`src/rtl/shift_seq_ctrl.sv`:
```
// rtl/shift_seq_ctrl.sv - half-duplex serial port sequencer driving an 8-bit universal shift register
// TX loads a handshaken word and shifts it out; RX shifts W bits in and offers the word on valid/ready.

module shift_seq_ctrl #(
   parameter int W         = 8,
   parameter bit MSB_FIRST = 1'b1
) (
   input  logic         clk,
   input  logic         nrst,
   input  logic         tx_valid_i,
   input  logic [W-1:0] tx_data_i,
   output logic         tx_ready_o,
   input  logic         rx_en_i,
   input  logic         sd_i,
   output logic         sd_o,
   output logic         sd_valid_o,
   output logic         rx_valid_o,
   output logic [W-1:0] rx_data_o,
   input  logic         rx_ready_i,
   output logic         busy_o,
   output logic [1:0]   sr_mode_o,
   output logic         sr_d_o,
   output logic [W-1:0] sr_par_o,
   input  logic [W-1:0] sr_p_i
);

   localparam int CW = $clog2(W + 1);
   localparam logic [1:0] MODE_HOLD  = 2'd0;
   localparam logic [1:0] MODE_LOAD  = 2'd1;
   localparam logic [1:0] MODE_SHIFT = MSB_FIRST ? 2'd2 : 2'd3;
   localparam logic [CW-1:0] LAST_BIT = CW'(W - 1);

   typedef enum logic [2:0] {
      S_IDLE,
      S_LOAD,
      S_TX_SHIFT,
      S_RX_SHIFT,
      S_RX_DONE
   } state_t;

   state_t        state;
   logic [CW-1:0] cnt;
   logic [W-1:0]  par_q;
   logic          tap;

   // The bit leaving the register first is the one the serial line carries.
   assign tap = MSB_FIRST ? sr_p_i[W-1] : sr_p_i[0];

   always_ff @(posedge clk or negedge nrst) begin
      if (!nrst) begin
         state <= S_IDLE;
         cnt   <= '0;
         par_q <= '0;
      end else begin
         case (state)
            S_IDLE: begin
               if (tx_valid_i) begin
                  par_q <= tx_data_i;
                  state <= S_LOAD;
               end else if (rx_en_i) begin
                  cnt   <= '0;
                  state <= S_RX_SHIFT;
               end
            end
            S_LOAD: begin
               cnt   <= '0;
               state <= S_TX_SHIFT;
            end
            S_TX_SHIFT: begin
               if (cnt == LAST_BIT) begin
                  cnt   <= '0;
                  state <= S_IDLE;
               end else begin
                  cnt <= cnt + 1'b1;
               end
            end
            S_RX_SHIFT: begin
               if (cnt == LAST_BIT) begin
                  cnt   <= '0;
                  state <= S_RX_DONE;
               end else begin
                  cnt <= cnt + 1'b1;
               end
            end
            S_RX_DONE: begin
               if (rx_ready_i) state <= S_IDLE;
            end
            default: state <= S_IDLE;
         endcase
      end
   end

   always_comb begin
      tx_ready_o = 1'b0;
      sd_o       = 1'b0;
      sd_valid_o = 1'b0;
      rx_valid_o = 1'b0;
      rx_data_o  = '0;
      busy_o     = (state != S_IDLE);
      sr_mode_o  = MODE_HOLD;
      sr_d_o     = 1'b0;
      sr_par_o   = '0;
      case (state)
         S_IDLE:     tx_ready_o = 1'b1;
         S_LOAD: begin
            sr_mode_o = MODE_LOAD;
            sr_par_o  = par_q;
         end
         S_TX_SHIFT: begin
            sr_mode_o  = MODE_SHIFT;
            sd_o       = tap;
            sd_valid_o = 1'b1;
         end
         S_RX_SHIFT: begin
            sr_mode_o = MODE_SHIFT;
            sr_d_o    = sd_i;
         end
         S_RX_DONE: begin
            rx_valid_o = 1'b1;
            rx_data_o  = sr_p_i;
         end
         default: ;
      endcase
   end

endmodule

```
`config.mk`:
```
export PLATFORM = sky130hd
export DESIGN_NAME = shift_seq_ctrl
export DESIGN_NICKNAME = d
export VERILOG_FILES = /design/src/rtl/shift_seq_ctrl.sv
export SDC_FILE = /design/constraint.sdc
export NUM_CORES = 1
export LEC_CHECK = 0
export CORE_MARGIN = 3
export CORE_UTILIZATION = 41
export CTS_CLUSTER_SIZE = 10
export DETAILED_ROUTE_END_ITERATION = 6
export GPL_TIMING_DRIVEN = 1
export PLACE_DENSITY_LB_ADDON = 0.3
export SYNTH_ARGS = -nofsm -noshare
export SYNTH_HDL_FRONTEND = slang
export SYNTH_SLANG_ARGS = --single-unit
```
`constraint.sdc`:
```
create_clock -name clk -period 2.6 [get_ports clk]
set_clock_uncertainty 0.2 [all_clocks]
set_input_delay 0.52 -clock clk [delete_from_list [all_inputs] [get_ports clk]]
set_output_delay 0.52 -clock clk [all_outputs]
set_load 0.005 [all_outputs]
```
==> summary.md, run 1 <==
| Metric | Value |
|---|---|
| Status | `finished clean` |
| WS Path Type | `reg -> out` |
| Fmax | `399.7 MHz` |
| HP Class | `reg -> reg` |
| Setup-failing EPs final | `0` |
| Worst Tran Pin Value | `642.2 ps` |
| Vias in the first global route | `857` |
| Number of nets still failing antenna checks after routing | `0` |
| # hold bufs at CTS | `0` |
| Initial Util | `46.33%` |
| DR vias | `775` |
| Top Ports | `46` |
| Row cnt | `15` |
| WL final | `2237 um` |
| First-pass GRT wire length | `3767 um` |
| Overall Global Routing Usage | `18.65%` |
| Largest net degree at the start of global routing | `16` |
| Total number of H-tree levels | `1` |
| Non-Filler Instances | `156` |
| Critical Path AT | `1780 ps` |
| Core ar. | `0.001839 mm2` |
| Sw Pwr | `0.3131 mW` |
| Sequential share of the synthesized area | `44.05%` |
| Distinct cells, synth | `28` |
| Period utilization | `96.22%` |
| Commonest non-fill, non-tap cell in the layout | `clkdlybuf4s50_1` |
| Initial antenna violation count | `0` |
| Die X | `51.59 um` |
| Share of cells above drive strength 1 | `20.61%` |
| Initial DRC count | `3` |
| Synth Instances | `79` |
| Root buf cell | `clkbuf_4` |
| Clock buffer depth | `2` |
| Die area | `0.002661 mm2` |
| CTS tree | `done` |
| TNS Setup | `0 ps` |
| Total Power | `1.008 mW` |
| CTS Buf Count | `3` |
| Seq cells post-synth | `15` |
| Worst-path maximum fanout | `6` |
| YS warnings | `0` |
| Largest stage delay on the critical path | `490 ps` |
| Slew Limit Fails | `0` |
| Final nets | `155` |
| Syn_area_per_cell | `10.79 um2` |
| Slew margin rel. | `57.06%` |
| Most frequent cells in the layout | `clkdlybuf4s50_1 (44), dfrtp_1 (12), and3_1 (10)` |
| Peak supply drop | `516.1 uV` |
| DRC violations left | `0` |
| Reg clk slew, reported paths | `90 ps` |
| Internal power | `0.6948 mW` |
| Dpl cells | `149` |
| Syn Nets | `102` |
| DR WL/cell | `14.34 um` |
| DP HPWL | `1791 um` |
| Crit-path cells | `and2b_4, nor2b_1, and2_1, clkdlybuf4s50_1` |
| Die Y | `51.59 um` |
| # diodes | `0` |
| P_leak | `0.6622 nW` |
| Clk sink count | `15` |
| Switching Share | `31.07%` |
| Sequential power share | `42.6%` |
| CP max-delay cell | `clkdlybuf4s50_1` |
| I/O Buffers | `45` |
| Maxcap violations | `0` |
| Unrepaired setup endpoints after global routing | `no` |
| Data required time of the worst path | `1880 ps` |
| GPL Wtd Cong | `0.7300` |
| Min Tclk post-route | `2502 ps` |
| Syn-to-layout area delta | `64.17%` |
| CP Launch Type | `flip-flop` |
| Vias per cell | `4.968` |
| Worst-Skew Late Latency | `270 ps` |
| Initial DRT Pass Iterations | `4` |
| Post-Syn Area | `852.1 um2` |
| Fin. Hold Viols | `0` |
| Combinational Power Share | `44.9%` |
| Pwr dens | `720.6 mW/mm2` |
| Clk pwr share | `12.5%` |
| Grt ovf | `0` |
| CP Capture Type | `primary output` |
## timing repair
item | CTS | global route
setup endpoints to repair | 10 | 18
resized for setup | 3 | 6
buffers inserted | 0 | 3
## logic make-up after synthesis
| group | synth area share [%] |
|---|---|
| and+or+nand+nor | 25.55 |
| DFF | 44.05 |
| AOI/OAI and AO/OA | 8.077 |
| muxes | 15.27 |
| buffers and inverters | 5.579 |
| adders and majority gates | 1.468 |
## stage by stage
stage	cell area, um2	worst slack (ps)	utilization [%]	hold slack, ps
after floorplan	852.1	802.4	-	24.41
after global placement	1331	254.1	72.38	283.3
after detailed placement	1331	247.9	72.38	289.3
after CTS	1363	0.7570	74.08	310.6
after global routing	1399	14.82	76.05	329.8
final	1399	98.32	76.05	307.6
## cell usage after synthesis
master / number / area share, %
mux2i_1: 1 / 1.2
nand2b_1: 2 / 1.5
nand3b_1: 2 / 1.8
dfrtp_1: 15 / 44
and3b_1: 1 / 1.0
a21o_1: 1 / 0.88
and2b_1: 1 / 0.88
and3_1: 10 / 7.3
a221oi_1: 1 / 1.0
inv_1: 3 / 1.3
a31oi_1: 2 / 1.5
nand2_1: 3 / 1.3
a21oi_1: 3 / 1.8
inv_2: 1 / 0.44
and2_4: 1 / 1.0
nor2b_1: 1 / 0.73
o21ai_0: 2 / 1.2
buf_12: 1 / 2.3
ha_1: 1 / 1.5
mux2_4: 8 / 14
and2_1: 9 / 6.6
nor2_1: 2 / 0.88
or3_4: 1 / 1.3
o22ai_1: 1 / 0.73
buf_2: 1 / 0.59
a22o_1: 1 / 1.0
nand3_1: 2 / 1.2
clkbuf_1: 2 / 0.88
## final timing paths
kind	startpoint	to	slack [ps]	depth (start not counted)
setup / recovery	state[2]	sd_o	100	4
hold / removal	cnt[2]	cnt[2]	310	1
setup reg to reg	state[2]	par_q[3]	660	5
hold reg to reg	cnt[2]	cnt[2]	310	1
max in group asynchronous	nrst	state[2]	1310	1
min in group asynchronous	nrst	cnt[3]	440	1
## routing by layer
| metal | vias up | track usage (%) | share of wire [%] |
|---|---|---|---|
| met5 | - | 0 | 0 |
| met2 | 34 | 33.05 | 53 |
| met1 | 362 | 21.66 | 39 |
| met3 | 0 | 4.585 | 8.7 |
| met4 | 0 | 6.550 | 0 |
| li1 | 379 | - | - |
## final cells by class
type                    instances  area (um2)
repair buffers                 52       505.5
multi-input cells              56       441.7
fillers                       137       440.4
flip-flops and latches         15       379.1
well taps                      25       31.28
clock buffers                   4       26.28
inverters                       4       15.01
## power by group through the flow
stage          sequential, mW  clock, mW  combinational (mW)
3_5_place_dp            0.422          0               0.436
6_report                0.430      0.126               0.452
5_1_grt                 0.448      0.136               0.499
3_3_place_gp            0.415          0               0.417
4_1_cts                 0.424      0.128               0.439
2_1_floorplan           0.396          0               0.286
## sequential cells by signal, summed over array words and instances (netlist names)
| register | flops |
|---|---|
| par_q | 8 |
| cnt | 4 |
| state | 3 |
## critical path: cells and delay by family, from the launching register on
family                 cells  cell delay, ps
buffers and inverters      1             490
flip-flops                 1             440
AND/OR/NAND/NOR            3             580
Power figures use the tool's default switching activity.
==> run 2, diff against run 1 <==
--- a/config.mk
+++ b/config.mk
@@ -5,6 +5,7 @@
 export SDC_FILE = /design/constraint.sdc
 export NUM_CORES = 1
 export LEC_CHECK = 0
+export CAP_MARGIN = 15
 export CORE_MARGIN = 3
 export CORE_UTILIZATION = 41
 export CTS_CLUSTER_SIZE = 10
==> results of run 2 <==
The final DEF is identical to that of run 1; final timing and power are the same.
==> run 3, diff against run 2 <==
--- a/config.mk
+++ b/config.mk
@@ -12,6 +12,7 @@
 export DETAILED_ROUTE_END_ITERATION = 6
 export GPL_TIMING_DRIVEN = 1
 export PLACE_DENSITY_LB_ADDON = 0.3
+export SKIP_LAST_GASP = 1
 export SYNTH_ARGS = -nofsm -noshare
 export SYNTH_HDL_FRONTEND = slang
 export SYNTH_SLANG_ARGS = --single-unit
==> results of run 3 <==
The final DEF is identical to that of run 1; final timing and power are the same.
